`src/rtl/br_tag_alloc_pkg.sv`:
```
// Shared constants for the branch-tag allocator and the blocks that consume branch masks.
package br_tag_alloc_pkg;
  localparam int NBR_DFLT = 6;
  localparam logic [NBR_DFLT-1:0] BRM_ZERO = '0;
  localparam logic [NBR_DFLT-1:0] BRM_ONE  = NBR_DFLT'(1);
endpackage

```
`src/rtl/br_prio_enc.sv`:
```
// Lowest-zero priority encoder: one-hot of the lowest clear bit plus an any-free flag.
module br_prio_enc
  import br_tag_alloc_pkg::*;
#(
  parameter int N = NBR_DFLT
) (
  input  logic [N-1:0] busy,
  output logic [N-1:0] onehot,
  output logic         any_free
);

  logic [N-1:0] free;

  assign free     = ~busy;
  // Two's-complement trick isolates the lowest set bit of the free vector.
  assign onehot   = free & (~free + N'(1));
  assign any_free = |free;

endmodule

```
`src/rtl/br_tag_alloc.sv`:
```
// Branch-tag allocator: hands out one-hot tags, tracks per-tag age via dep, frees/kills on resolve.
// Optional statistics counters are enabled with the BRTAG_STATS_EN macro.
module br_tag_alloc
  import br_tag_alloc_pkg::*;
#(
  parameter int NBR = NBR_DFLT
) (
  input  logic           i_clk,
  input  logic           i_rst_n,
  input  logic           i_dec_valid,
  input  logic           i_dec_br,
  output logic           o_grant,
  output logic [NBR-1:0] o_tag,
  output logic [NBR-1:0] o_brmask,
  output logic           o_stall,
  input  logic           i_res_valid,
  input  logic [NBR-1:0] i_res_tag,
  input  logic           i_res_mispred,
  output logic [NBR-1:0] o_clr_mask,
  output logic [NBR-1:0] o_kill_mask,
  output logic [NBR-1:0] o_busy
`ifdef BRTAG_STATS_EN
  ,
  output logic [31:0]    o_cnt_alloc,
  output logic [31:0]    o_cnt_mispred,
  output logic [31:0]    o_cnt_stall
`endif
);

  logic [NBR-1:0] busy;
  logic [NBR-1:0] busy_n;
  logic [NBR-1:0] dep   [NBR];
  logic [NBR-1:0] dep_n [NBR];
  logic [NBR-1:0] free_oh;
  logic [NBR-1:0] eff_busy;
  logic [NBR-1:0] kill;
  logic [NBR-1:0] clr_mask;
  logic [NBR-1:0] kill_mask;
  logic           any_free;
  logic           res_hit;
  logic           res_ok;
  logic           res_bad;
  logic           grant;

  br_prio_enc #(.N(NBR)) u_enc (
    .busy     (busy),
    .onehot   (free_oh),
    .any_free (any_free)
  );

  // A resolve naming a tag that is not outstanding has no effect.
  assign res_hit  = i_res_valid & (|(i_res_tag & busy));
  assign res_ok   = res_hit & ~i_res_mispred;
  assign res_bad  = res_hit & i_res_mispred;
  assign eff_busy = busy & ~((i_res_valid & ~i_res_mispred) ? i_res_tag : '0);
  assign grant    = i_dec_valid & i_dec_br & any_free & ~(i_res_valid & i_res_mispred);

  assign o_grant     = grant;
  assign o_tag       = grant ? free_oh : '0;
  assign o_brmask    = eff_busy;
  assign o_stall     = i_dec_valid & i_dec_br & ~any_free;
  assign o_busy      = busy;
  assign o_clr_mask  = clr_mask;
  assign o_kill_mask = kill_mask;

  // Younger tags are exactly those whose captured age vector contains the mispredicted tag.
  always_comb begin
    kill = '0;
    if (res_bad) begin
      kill = i_res_tag;
      for (int j = 0; j < NBR; j++) begin
        if (busy[j] && (|(dep[j] & i_res_tag))) kill[j] = 1'b1;
      end
    end
  end

  always_comb begin
    busy_n = busy;
    if (res_ok) busy_n = busy_n & ~i_res_tag;
    busy_n = busy_n & ~kill;
    if (grant) busy_n = busy_n | free_oh;
    for (int j = 0; j < NBR; j++) begin
      dep_n[j] = dep[j];
      if (res_ok) dep_n[j] = dep_n[j] & ~i_res_tag;
      if (kill[j]) dep_n[j] = '0;
      if (grant && free_oh[j]) dep_n[j] = eff_busy;
    end
  end

  always_ff @(posedge i_clk) begin
    if (!i_rst_n) begin
      busy      <= '0;
      clr_mask  <= '0;
      kill_mask <= '0;
      for (int j = 0; j < NBR; j++) dep[j] <= '0;
    end else begin
      busy      <= busy_n;
      clr_mask  <= res_ok ? i_res_tag : '0;
      kill_mask <= kill;
      for (int j = 0; j < NBR; j++) dep[j] <= dep_n[j];
    end
  end

`ifdef BRTAG_STATS_EN
  logic [31:0] cnt_alloc;
  logic [31:0] cnt_mispred;
  logic [31:0] cnt_stall;

  always_ff @(posedge i_clk) begin
    if (!i_rst_n) begin
      cnt_alloc   <= '0;
      cnt_mispred <= '0;
      cnt_stall   <= '0;
    end else begin
      cnt_alloc   <= cnt_alloc + 32'(grant);
      cnt_mispred <= cnt_mispred + 32'(res_bad);
      cnt_stall   <= cnt_stall + 32'(o_stall);
    end
  end

  assign o_cnt_alloc   = cnt_alloc;
  assign o_cnt_mispred = cnt_mispred;
  assign o_cnt_stall   = cnt_stall;
`endif

endmodule

```
`config.mk`:
```
export PLATFORM = sky130hd
export DESIGN_NAME = br_tag_alloc
export DESIGN_NICKNAME = d
export VERILOG_FILES = /design/src/rtl/br_tag_alloc_pkg.sv /design/src/rtl/br_prio_enc.sv /design/src/rtl/br_tag_alloc.sv
export SDC_FILE = /design/constraint.sdc
export NUM_CORES = 1
export LEC_CHECK = 0
export CAP_MARGIN = 5
export CORE_MARGIN = 3
export CORE_UTILIZATION = 55
export DETAILED_ROUTE_END_ITERATION = 10
export DONT_BUFFER_PORTS = 1
export GPL_ROUTABILITY_DRIVEN = 0
export PLACE_DENSITY = 0.7
export SLEW_MARGIN = 10
export SYNTH_ARGS = -nofsm -noshare
export SYNTH_HDL_FRONTEND = slang
export SYNTH_SLANG_ARGS = --single-unit
```
`constraint.sdc`:
```
create_clock -name i_clk -period 2.1 [get_ports i_clk]
set_input_delay 0.42 -clock i_clk [delete_from_list [all_inputs] [get_ports i_clk]]
set_output_delay 0.42 -clock i_clk [all_outputs]
set_load 0.02 [all_outputs]
```
==> impl_metrics.xml, run 1 <==
<?xml version="1.0" encoding="UTF-8"?>
<metrics>
  <group name="run_status">
    <metric name="run_status" unit="">completed</metric>
  </group>
  <group name="place">
    <metric name="place_hpwl" unit="µm">4340</metric>
    <metric name="post-place-cells" unit="">301</metric>
    <metric name="io_buffer_count" unit="">0</metric>
    <metric name="placed_cell_area" unit="µm²">2270</metric>
    <metric name="pre_cts_ws" unit="ns">0.271</metric>
  </group>
  <group name="cts">
    <metric name="cts-root-to-sink-buffers" unit="">2</metric>
    <metric name="cts.sinks" unit="">48</metric>
    <metric name="clkLatencyLatePin" unit="ns">0.30</metric>
    <metric name="ctsRootBufferMaster" unit="">sky130_fd_sc_hd__clkbuf_8</metric>
    <metric name="cts_hold_repair.buffers" unit="">0</metric>
    <metric name="numCtsBuffers" unit="">5</metric>
    <metric name="cts.clk_slew.worst_paths" unit="ns">0.08</metric>
    <metric name="tritoncts" unit="">yes</metric>
    <metric name="htreeDepth" unit="">2</metric>
  </group>
  <group name="synthesis">
    <metric name="synthArstFlopShare" unit="">0</metric>
    <metric name="synth.cells.most_frequent" unit="">sky130_fd_sc_hd__dfxtp_1, sky130_fd_sc_hd__nand2_1, sky130_fd_sc_hd__nand3_1</metric>
    <metric name="synth_top_area_cell" unit="">sky130_fd_sc_hd__dfxtp_1</metric>
    <metric name="postSynth.topFlopCell" unit="">sky130_fd_sc_hd__dfxtp_1</metric>
    <metric name="synth.avg_cell_area" unit="µm²">8.52</metric>
    <metric name="synth.net_count" unit="">265</metric>
    <metric name="ys_seq_elements" unit="">48</metric>
    <metric name="post_synth_edffs" unit="">0</metric>
    <metric name="yosys.area.top_type_share" unit="">0.446</metric>
    <metric name="syn-instance-count" unit="">253</metric>
    <metric name="yosys_warnings" unit="">0</metric>
    <metric name="synthMostInstantiatedCell" unit="">sky130_fd_sc_hd__dfxtp_1</metric>
    <metric name="ys_seq_area_frac" unit="">0.446</metric>
    <metric name="synth.top_cells.by_area" unit="">sky130_fd_sc_hd__dfxtp_1, sky130_fd_sc_hd__nand2_1, sky130_fd_sc_hd__o22ai_1</metric>
    <metric name="post_synth_instance_area" unit="µm²">2150</metric>
    <metric name="number_of_distinct_library_cell_variants_in_the_gate_level_netlist_after_synthesis" unit="">39</metric>
  </group>
  <group name="setup_path">
    <metric name="critPathCaptureType" unit="">output pin</metric>
    <metric name="critPathMaxFanout" unit="">10</metric>
    <metric name="cp_slowest_cell" unit="">sky130_fd_sc_hd__or4b_4</metric>
    <metric name="slowest_delay" unit="ns">0.59</metric>
    <metric name="criticalPathCategory" unit="">register to output pin</metric>
    <metric name="timing.critical_path.arrival" unit="ns">1.61</metric>
    <metric name="worstPathRequired" unit="ns">1.68</metric>
    <metric name="series_of_cell_instances_along_the_critical_path" unit="">nand4b_1 &gt; or4b_4 &gt; clkinv_4</metric>
    <metric name="crit_path_start_kind" unit="">register</metric>
  </group>
  <group name="floorplan">
    <metric name="start_util" unit="">0.580</metric>
    <metric name="die-height" unit="µm">68.6</metric>
    <metric name="die_x" unit="µm">68.6</metric>
    <metric name="fp.coreArea" unit="µm²">3720</metric>
    <metric name="total_die_area" unit="µm²">4700</metric>
    <metric name="io_pins" unit="">44</metric>
    <metric name="num_rows" unit="">22</metric>
  </group>
  <group name="pwr">
    <metric name="p_sw_frac" unit="">0.211</metric>
    <metric name="internal_power" unit="mW">1.28</metric>
    <metric name="pwr-share-seq" unit="">0.568</metric>
    <metric name="report.power.total" unit="mW">1.62</metric>
    <metric name="power.switching" unit="mW">0.343</metric>
    <metric name="leakage" unit="nW">0.882</metric>
    <metric name="clock_power_share" unit="">0.388</metric>
    <metric name="power-per-cell-area" unit="nW/µm²">684</metric>
    <metric name="irDropWorstVdd" unit="mV">0.409</metric>
    <metric name="pwr-share-comb" unit="">0.044</metric>
  </group>
  <group name="global_routing">
    <metric name="track_usage" unit="">0.289</metric>
    <metric name="grt_overflow" unit="">0</metric>
    <metric name="grt_pass1_vias" unit="">1811</metric>
    <metric name="grt_start_max_net_pins" unit="">39</metric>
    <metric name="antenna_violations_before_repair" unit="">0</metric>
    <metric name="grt_first_pass_wirelength" unit="µm">9820</metric>
  </group>
  <group name="detailed_routing">
    <metric name="detail_route.iter0.violations" unit="">298</metric>
    <metric name="drtPass1Iterations" unit="">6</metric>
    <metric name="drt.antenna.violating_nets" unit="">0</metric>
    <metric name="viasPerCell" unit="">6.47</metric>
    <metric name="avgRoutedWirePerCell" unit="µm">20.2</metric>
    <metric name="drc" unit="">0</metric>
    <metric name="totalWireLength" unit="µm">6210</metric>
    <metric name="route.vias.total" unit="">1986</metric>
  </group>
  <group name="final_layout">
    <metric name="insertedDiodeCount" unit="">0</metric>
    <metric name="final_nets" unit="">272</metric>
    <metric name="finish.instance_area" unit="µm²">2370</metric>
    <metric name="area_growth" unit="%">9.99</metric>
    <metric name="post_layout_nonfiller_instances" unit="">307</metric>
    <metric name="drive_gt1_frac" unit="">0.158</metric>
  </group>
  <group name="sta">
    <metric name="post-route-period-util" unit="">0.967</metric>
    <metric name="slew_viol_final" unit="">0</metric>
    <metric name="fmaxAchievable" unit="GHz">0.493</metric>
    <metric name="setup_ws" unit="ns">0.0699</metric>
    <metric name="relSlewSlack" unit="">0.666</metric>
    <metric name="fin_crit" unit="ns">2.03</metric>
    <metric name="worstMarginPinSlew" unit="ns">0.499</metric>
    <metric name="worst_clock_skew" unit="ns">0.00839</metric>
    <metric name="setup_violations" unit="">0</metric>
    <metric name="setup_total_negative_slack" unit="ns">0</metric>
    <metric name="grt_setup_unrepaired" unit="">no</metric>
    <metric name="timing.final.hold_violations" unit="">0</metric>
  </group>
  <group name="worst_hold_path">
    <metric name="hold_path.class" unit="">input port to register</metric>
  </group>
  <group name="job">
    <metric name="maxCapViolCount" unit="">0</metric>
  </group>
</metrics>
sequential cells by signal, summed over array words and instances, names as in the netlist:
register     count
o_clr_mask       6
dep             30
o_busy           6
o_kill_mask      6
final timing paths:
kind | cells past startpoint | slack (ns) | endpoint | startpoint
max | 3 | 0.07 | o_tag[4] | o_busy[1]$_SDFF_PN0_
min | 1 | 0.24 | o_kill_mask[2]$_SDFF_PN0_ | i_rst_n
max reg2reg | 5 | 0.32 | dep[3][1]$_SDFFE_PN0P_ | o_busy[2]$_SDFF_PN0_
min reg2reg | 2 | 0.47 | dep[4][0]$_SDFFE_PN0P_ | dep[4][0]$_SDFFE_PN0P_
worst max-delay path: cells and delay by family (launching register included):
family | cells | cell delay (ns)
AND/OR/NAND/NOR | 2 | 0.73
flip-flops | 1 | 0.46
buffers and inverters | 1 | 0.12
layout make-up:
type / count / area (µm²)
fill: 352 / 1350
multi-input combinational: 177 / 1060
sequential: 48 / 963
timing repair buffer: 20 / 150
clock buffer: 5 / 68.8
tap: 48 / 60.1
inverter: 8 / 35.0
clock inverter: 1 / 30.0
layout by cell type, fill, tap and decap left out, drive strengths merged, types with 6 or more instances in the layout:
cell / synthesis / final
nand4: 14 / 14
inv: 7 / 7
a22oi: 8 / 8
o22ai: 18 / 18
and2: 7 / 7
and3: 7 / 7
dfxtp: 48 / 48
o21ai: 7 / 7
nand2: 35 / 35
a21oi: 16 / 16
nand3: 21 / 21
buf: 9 / 20
a222oi: 6 / 6
nor2: 6 / 6
a21boi: 7 / 7
power by group through the flow:
stage,combinational [mW],clock [mW],sequential (mW)
3_5_place_dp,0.0699,0,0.941
5_1_grt,0.0778,0.670,0.921
3_3_place_gp,0.0698,0,0.941
6_report,0.0717,0.630,0.920
2_1_floorplan,0.0722,0,0.943
4_1_cts,0.0704,0.637,0.920
cells by family (layout without fill, tap and decap cells):
kind of cell,Yosys count,after routing,synth area share
flip-flops,48,48,0.446
AND/OR/NAND/NOR,104,104,0.247
AO/OA/AOI/OAI,73,73,0.246
buffers and inverters,28,34,0.0610
metrics by stage:
step,hold slack (ns),utilization
6_report,0.240,0.638
5_1_grt,0.232,0.638
4_1_cts,0.233,0.637
3_5_place_dp,0.455,0.610
3_3_place_gp,0.450,0.610
2_1_floorplan,0.435,-
per-layer routing:
| layer | up-vias | GRT usage | share of wire |
|---|---|---|---|
| met5 | - | 0 | 0 |
| met4 | 0 | 0.0918 | 0.016 |
| met3 | 10 | 0.0697 | 0.11 |
| met2 | 116 | 0.442 | 0.46 |
| met1 | 916 | 0.397 | 0.41 |
| li1 | 944 | - | - |
timing repair:
| item | in CTS | in global routing |
|---|---|---|
| setup buffers | 0 | 0 |
| endpoints found under the setup margin | 0 | 6 |
| gates resized for setup | 0 | 4 |
| endpoints found under the hold margin | 0 | 0 |
Power figures use the tool's default switching activity.
==> run 2, diff against run 1 <==
CORE_MARGIN = not set   (was 3)
==> impl_metrics.xml, run 2 (synthesis results as in run 1) <==
<?xml version="1.0" encoding="UTF-8"?>
<metrics>
  <group name="run_status">
    <metric name="run_status" unit="">completed</metric>
  </group>
  <group name="worst_hold_path">
    <metric name="holdCritStartpoint" unit="">i_rst_n</metric>
    <metric name="hold_path.class" unit="">input port to register</metric>
    <metric name="timing.hold.worst_path_depth" unit="">1</metric>
    <metric name="worst_hold_path.endpoint" unit="">o_kill_mask[0]$_SDFF_PN0_</metric>
  </group>
  <group name="setup_path">
    <metric name="r2r_start" unit="">o_busy[0]$_SDFF_PN0_</metric>
    <metric name="critPathCaptureType" unit="">output pin</metric>
    <metric name="ff_to_ff_end" unit="">dep[3][2]$_SDFFE_PN0P_</metric>
    <metric name="worstPathRequired" unit="ns">1.68</metric>
    <metric name="crit_path_start_kind" unit="">register</metric>
    <metric name="count_of_buffer_and_inverter_cells_on_the_critical_path" unit="">1</metric>
    <metric name="ff2ff_setup_slack" unit="ns">0.26</metric>
    <metric name="critPathMaxFanout" unit="">5</metric>
    <metric name="slowest_delay" unit="ns">0.52</metric>
    <metric name="series_of_cell_instances_along_the_critical_path" unit="">nand4_1 &gt; or3b_2 &gt; inv_1</metric>
    <metric name="cp_slowest_cell" unit="">sky130_fd_sc_hd__or3b_2</metric>
    <metric name="top_family_by_delay_on_critical_path" unit="">simple AND/OR/NAND/NOR gates</metric>
    <metric name="timing.critical_path.arrival" unit="ns">1.63</metric>
    <metric name="r2r_cells" unit="">4</metric>
    <metric name="criticalPathCategory" unit="">register to output pin</metric>
  </group>
  <group name="place">
    <metric name="placed_cell_area" unit="µm²">2250</metric>
    <metric name="place_hpwl" unit="µm">4270</metric>
    <metric name="io_buffer_count" unit="">0</metric>
    <metric name="pre_cts_ws" unit="ns">0.304</metric>
  </group>
  <group name="cts">
    <metric name="htreeDepth" unit="">2</metric>
    <metric name="ctsRootBufferMaster" unit="">sky130_fd_sc_hd__clkbuf_8</metric>
    <metric name="numCtsBuffers" unit="">5</metric>
    <metric name="cts.sinks" unit="">48</metric>
    <metric name="cts.clk_slew.worst_paths" unit="ns">0.08</metric>
    <metric name="cts-root-to-sink-buffers" unit="">2</metric>
    <metric name="clkLatencyLatePin" unit="ns">0.30</metric>
    <metric name="tritoncts" unit="">yes</metric>
    <metric name="cts_hold_repair.buffers" unit="">0</metric>
  </group>
  <group name="pwr">
    <metric name="pwr-share-seq" unit="">0.583</metric>
    <metric name="power-per-cell-area" unit="nW/µm²">672</metric>
    <metric name="power.switching" unit="mW">0.349</metric>
    <metric name="pwr-share-comb" unit="">0.045</metric>
    <metric name="irDropWorstVdd" unit="mV">0.424</metric>
    <metric name="p_sw_frac" unit="">0.221</metric>
    <metric name="internal_power" unit="mW">1.23</metric>
    <metric name="leakage" unit="nW">0.863</metric>
    <metric name="clock_power_share" unit="">0.372</metric>
  </group>
  <group name="sta">
    <metric name="relSlewSlack" unit="">0.658</metric>
    <metric name="worstMarginPinSlew" unit="ns">0.511</metric>
    <metric name="setup_ws" unit="ns">0.0546</metric>
    <metric name="setup_total_negative_slack" unit="ns">0</metric>
    <metric name="fin_crit" unit="ns">2.05</metric>
    <metric name="fmaxAchievable" unit="GHz">0.489</metric>
    <metric name="worst_clock_skew" unit="ns">0.00236</metric>
    <metric name="slew_viol_final" unit="">0</metric>
    <metric name="timing.hold.ws" unit="ns">0.238</metric>
    <metric name="setup_violations" unit="">0</metric>
    <metric name="grt_setup_unrepaired" unit="">no</metric>
    <metric name="post-route-period-util" unit="">0.974</metric>
    <metric name="timing.final.hold_violations" unit="">0</metric>
  </group>
  <group name="detailed_routing">
    <metric name="totalWireLength" unit="µm">6180</metric>
    <metric name="avgRoutedWirePerCell" unit="µm">20.3</metric>
    <metric name="detail_route.iter0.violations" unit="">238</metric>
    <metric name="drtPass1Iterations" unit="">5</metric>
    <metric name="viasPerCell" unit="">6.52</metric>
    <metric name="drc" unit="">0</metric>
    <metric name="drt.antenna.violating_nets" unit="">0</metric>
    <metric name="route.vias.total" unit="">1988</metric>
  </group>
  <group name="final_layout">
    <metric name="largest_register" unit="">dep</metric>
    <metric name="final_nets" unit="">269</metric>
    <metric name="multi_input_comb_area" unit="µm²">1070</metric>
    <metric name="insertedDiodeCount" unit="">0</metric>
    <metric name="finish.instance_area" unit="µm²">2350</metric>
    <metric name="finish.utilization" unit="">0.632</metric>
    <metric name="drive_gt1_frac" unit="">0.160</metric>
    <metric name="most_frequent_cells_in_the_layout" unit="">sky130_fd_sc_hd__dfxtp_1, sky130_fd_sc_hd__nand2_1, sky130_fd_sc_hd__nand3_1, sky130_fd_sc_hd__o22ai_1, sky130_fd_sc_hd__buf_4</metric>
    <metric name="area_growth" unit="%">9.00</metric>
    <metric name="num-fill-cells" unit="">349</metric>
    <metric name="final_common_cell" unit="">sky130_fd_sc_hd__dfxtp_1</metric>
    <metric name="sequential_cell_area" unit="µm²">962</metric>
    <metric name="largest_register_ff_count" unit="">30</metric>
  </group>
  <group name="global_routing">
    <metric name="grt.met3_usage" unit="">0.0863</metric>
    <metric name="grt_first_pass_wirelength" unit="µm">9740</metric>
    <metric name="grt_overflow" unit="">0</metric>
    <metric name="track_usage" unit="">0.315</metric>
    <metric name="grt_pass1_vias" unit="">1890</metric>
    <metric name="antenna_violations_before_repair" unit="">0</metric>
    <metric name="grt_start_max_net_pins" unit="">39</metric>
    <metric name="grtUsageMet1" unit="">0.394</metric>
    <metric name="global_route.peak_usage_layer" unit="">met2</metric>
    <metric name="gr-usage-met2" unit="">0.514</metric>
  </group>
  <group name="floorplan">
    <metric name="fp.coreArea" unit="µm²">3720</metric>
    <metric name="start_util" unit="">0.580</metric>
    <metric name="total_die_area" unit="µm²">4170</metric>
    <metric name="die_x" unit="µm">64.6</metric>
    <metric name="num_rows" unit="">22</metric>
    <metric name="io_pins" unit="">44</metric>
    <metric name="die-height" unit="µm">64.6</metric>
  </group>
  <group name="job">
    <metric name="maxCapViolCount" unit="">0</metric>
  </group>
</metrics>
## run 2: cell count changes in the layout (fill, tap and decap cells not counted), sizes merged
cell    change
clkbuf      +2
bufinv      -1
buf         -3
## run 2: timing repair
item                       in CTS  in global routing
resized for setup               0                  6
hold endpoints to repair        0                  0
setup buffers                   0                  0
setup endpoints to repair       0                  5
## run 2: final cells by class
type | instances | share of cell area
Sequential cell | 48 | 0.410
Inverter | 8 | 0.0149
Multi-Input combinational cell | 177 | 0.454
Clock buffer | 7 | 0.0410
Timing Repair Buffer | 17 | 0.0543
Tap cell | 48 | 0.0256
## run 2: worst max-delay path by stage
| stage | start | endpoint | slack [ns] | cells after the start |
|---|---|---|---|---|
| 4_1_cts | o_busy[0]$_SDFF_PN0_ | o_tag[5] | 0.02 | 5 |
| 3_3_place_gp | i_res_valid | o_tag[2] | 0.31 | 4 |
| 3_5_place_dp | o_busy[0]$_SDFF_PN0_ | dep[5][4]$_SDFFE_PN0P_ | 0.30 | 7 |
| 5_1_grt | o_busy[0]$_SDFF_PN0_ | o_stall | 0.01 | 5 |
| 6_report | o_busy[0]$_SDFF_PN0_ | o_tag[2] | 0.05 | 3 |
| 2_1_floorplan | o_busy[0]$_SDFF_PN0_ | o_tag[2] | 0.21 | 4 |
## run 2: worst reg2reg max path, delay by kind of cell (launching register included)
| family | cells | cell delay, ns |
|---|---|---|
| AO/OA/AOI/OAI | 3 | 0.79 |
| flip-flops | 1 | 0.44 |
| AND/OR/NAND/NOR | 1 | 0.48 |
## run 2: metrics by stage
| step | power, mW | cells |
|---|---|---|
| after floorplan | 1.02 | 253 |
| after global placement | 1.01 | 298 |
| after detailed placement | 1.01 | 298 |
| after CTS | 1.58 | 305 |
| after global routing | 1.62 | 305 |
| final | 1.58 | 305 |
## run 2: power by group through the flow
stage / logic (mW) / clock network, mW / registers [mW]
2_1_floorplan: 0.0722 / 0 / 0.943
3_3_place_gp: 0.0682 / 0 / 0.941
3_5_place_dp: 0.0688 / 0 / 0.941
4_1_cts: 0.0692 / 0.593 / 0.920
5_1_grt: 0.0761 / 0.626 / 0.920
6_report: 0.0714 / 0.587 / 0.920
## run 2: metal layers
layer	share of wire	wire [µm]
met1	0.40	2470
met2	0.48	2990
met3	0.10	624
met4	0.016	97
met5	0	0
==> run 3, diff against run 2 <==
REMOVE_ABC_BUFFERS = 1   (was not set)
==> impl_metrics.xml, run 3 (synthesis results as in run 1) <==
<?xml version="1.0" encoding="UTF-8"?>
<metrics>
  <group name="cts">
    <metric name="clkLatencyLatePin" unit="ns">0.31</metric>
    <metric name="numCtsBuffers" unit="">5</metric>
    <metric name="cts-root-to-sink-buffers" unit="">2</metric>
    <metric name="cts.sinks" unit="">48</metric>
    <metric name="cts_hold_repair.buffers" unit="">0</metric>
    <metric name="post_cts_buffers" unit="">0</metric>
    <metric name="ctsRootBufferMaster" unit="">sky130_fd_sc_hd__clkbuf_8</metric>
    <metric name="htreeDepth" unit="">2</metric>
    <metric name="tritoncts" unit="">yes</metric>
    <metric name="cts.clk_slew.worst_paths" unit="ns">0.09</metric>
  </group>
  <group name="pwr">
    <metric name="irDropWorstVdd" unit="mV">0.423</metric>
    <metric name="clock_power_share" unit="">0.404</metric>
    <metric name="power-per-cell-area" unit="nW/µm²">706</metric>
    <metric name="internal_power" unit="mW">1.29</metric>
    <metric name="p_sw_frac" unit="">0.226</metric>
    <metric name="leakage" unit="nW">0.855</metric>
    <metric name="power.switching" unit="mW">0.377</metric>
    <metric name="pwr-share-seq" unit="">0.553</metric>
    <metric name="pwr-share-comb" unit="">0.042</metric>
  </group>
  <group name="final_layout">
    <metric name="drive_gt1_frac" unit="">0.156</metric>
    <metric name="finish.instance_area" unit="µm²">2360</metric>
    <metric name="multi_input_comb_area" unit="µm²">1060</metric>
    <metric name="sequential_cell_area" unit="µm²">967</metric>
    <metric name="finish.utilization" unit="">0.635</metric>
    <metric name="final_common_cell" unit="">sky130_fd_sc_hd__dfxtp_1</metric>
    <metric name="final_nets" unit="">268</metric>
    <metric name="most_frequent_cells_in_the_layout" unit="">sky130_fd_sc_hd__dfxtp_1, sky130_fd_sc_hd__nand2_1, sky130_fd_sc_hd__nand3_1, sky130_fd_sc_hd__o22ai_1</metric>
    <metric name="largest_register" unit="">dep</metric>
    <metric name="largest_register_ff_count" unit="">30</metric>
    <metric name="num-fill-cells" unit="">324</metric>
    <metric name="area_growth" unit="%">9.52</metric>
    <metric name="insertedDiodeCount" unit="">0</metric>
    <metric name="post_layout_nonfiller_instances" unit="">305</metric>
  </group>
  <group name="setup_path">
    <metric name="worstPathRequired" unit="ns">1.68</metric>
    <metric name="criticalPathCategory" unit="">register to output pin</metric>
    <metric name="ff2ff_setup_slack" unit="ns">0.32</metric>
    <metric name="critPathMaxFanout" unit="">10</metric>
    <metric name="r2r_start" unit="">o_busy[2]$_SDFF_PN0_</metric>
    <metric name="worstSetupStartpoint" unit="">o_busy[1]$_SDFF_PN0_</metric>
    <metric name="timing.critical_path.arrival" unit="ns">1.61</metric>
    <metric name="critPathCaptureType" unit="">output pin</metric>
    <metric name="crit_path_start_kind" unit="">register</metric>
  </group>
  <group name="detailed_routing">
    <metric name="drtPass1Iterations" unit="">6</metric>
    <metric name="avgRoutedWirePerCell" unit="µm">21.0</metric>
    <metric name="totalWireLength" unit="µm">6390</metric>
    <metric name="viasPerCell" unit="">6.79</metric>
    <metric name="drt.antenna.violating_nets" unit="">0</metric>
    <metric name="route.vias.total" unit="">2070</metric>
    <metric name="detail_route.iter0.violations" unit="">288</metric>
    <metric name="drc" unit="">0</metric>
  </group>
  <group name="floorplan">
    <metric name="num_rows" unit="">22</metric>
    <metric name="start_util" unit="">0.580</metric>
    <metric name="io_pins" unit="">44</metric>
    <metric name="total_die_area" unit="µm²">4170</metric>
    <metric name="die_x" unit="µm">64.6</metric>
    <metric name="die-height" unit="µm">64.6</metric>
    <metric name="fp.coreArea" unit="µm²">3720</metric>
  </group>
  <group name="global_routing">
    <metric name="antenna_violations_before_repair" unit="">0</metric>
    <metric name="grt_first_pass_wirelength" unit="µm">9960</metric>
    <metric name="grt_start_max_net_pins" unit="">39</metric>
    <metric name="grt_pass1_vias" unit="">1918</metric>
    <metric name="track_usage" unit="">0.328</metric>
    <metric name="grt_overflow" unit="">0</metric>
  </group>
  <group name="sta">
    <metric name="fin_crit" unit="ns">2.03</metric>
    <metric name="relSlewSlack" unit="">0.400</metric>
    <metric name="setup_violations" unit="">0</metric>
    <metric name="slew_viol_final" unit="">0</metric>
    <metric name="setup_total_negative_slack" unit="ns">0</metric>
    <metric name="post-route-period-util" unit="">0.965</metric>
    <metric name="worstMarginPinSlew" unit="ns">0.899</metric>
    <metric name="timing.final.hold_violations" unit="">0</metric>
    <metric name="grt_setup_unrepaired" unit="">no</metric>
    <metric name="setup_ws" unit="ns">0.0727</metric>
    <metric name="worst_clock_skew" unit="ns">0.00634</metric>
    <metric name="fmaxAchievable" unit="GHz">0.493</metric>
  </group>
  <group name="place">
    <metric name="placed_cell_area" unit="µm²">2240</metric>
    <metric name="place_hpwl" unit="µm">4370</metric>
    <metric name="post-place-cells" unit="">297</metric>
    <metric name="io_buffer_count" unit="">0</metric>
    <metric name="pre_cts_ws" unit="ns">0.101</metric>
  </group>
  <group name="job">
    <metric name="maxCapViolCount" unit="">0</metric>
  </group>
  <group name="worst_hold_path">
    <metric name="hold_path.class" unit="">input port to register</metric>
    <metric name="holdCritStartpoint" unit="">i_rst_n</metric>
  </group>
  <group name="run_status">
    <metric name="run_status" unit="">completed</metric>
  </group>
</metrics>
-- run 3: worst paths after layout --
| check | depth (start not counted) | to |
|---|---|---|
| hold reg to reg | 2 | dep[0][4]$_SDFFE_PN0P_ |
| setup / recovery | 3 | o_tag[4] |
| setup reg to reg | 4 | dep[2][3]$_SDFFE_PN0P_ |
| hold / removal | 1 | o_kill_mask[3]$_SDFF_PN0_ |
-- run 3: area by class of cell --
cell class | count | area share
clock buffer | 5 | 0.0292
clock inverter | 3 | 0.0180
inverter | 8 | 0.0164
multi-input combinational | 177 | 0.450
sequential | 48 | 0.410
tap | 48 | 0.0255
timing repair buffer | 16 | 0.0509
-- run 3: per-stage QoR --
stage	power, mW	hold WS (ns)
floorplan	0.989	0.435
detailed placement	1.01	0.447
finish	1.66	0.227
global route	1.72	0.218
CTS	1.67	0.227
global placement	1.01	0.450
-- run 3: routing by layer --
layer / up-vias / share of wire / track usage
met5: - / 0 / 0
met4: 0 / 0.036 / 0.172
met3: 23 / 0.11 / 0.0986
met2: 148 / 0.45 / 0.517
met1: 956 / 0.40 / 0.400
li1: 943 / - / -
-- run 3: worst max-delay path, cell delays in order (launching register included) --
cell	delay, ns
sky130_fd_sc_hd__dfxtp_4	0.46
sky130_fd_sc_hd__nand4b_1	0.12
sky130_fd_sc_hd__or4b_4	0.59
sky130_fd_sc_hd__clkinv_4	0.12
-- run 3: power groups by stage --
stage / Combinational, mW / Clock (mW) / Sequential (mW)
after floorplan: 0.0466 / 0 / 0.943
after global placement: 0.0690 / 0 / 0.943
after detailed placement: 0.0690 / 0 / 0.943
after CTS: 0.0697 / 0.676 / 0.921
after global routing: 0.0760 / 0.722 / 0.922
final: 0.0705 / 0.673 / 0.921
-- run 3: what timing repair did --
action                                  in CTS  in global routing
endpoints found under the hold margin        0                  0
pin swaps                                    1                  1
endpoints found under the setup margin       6                  3
resized for setup                            4                  2
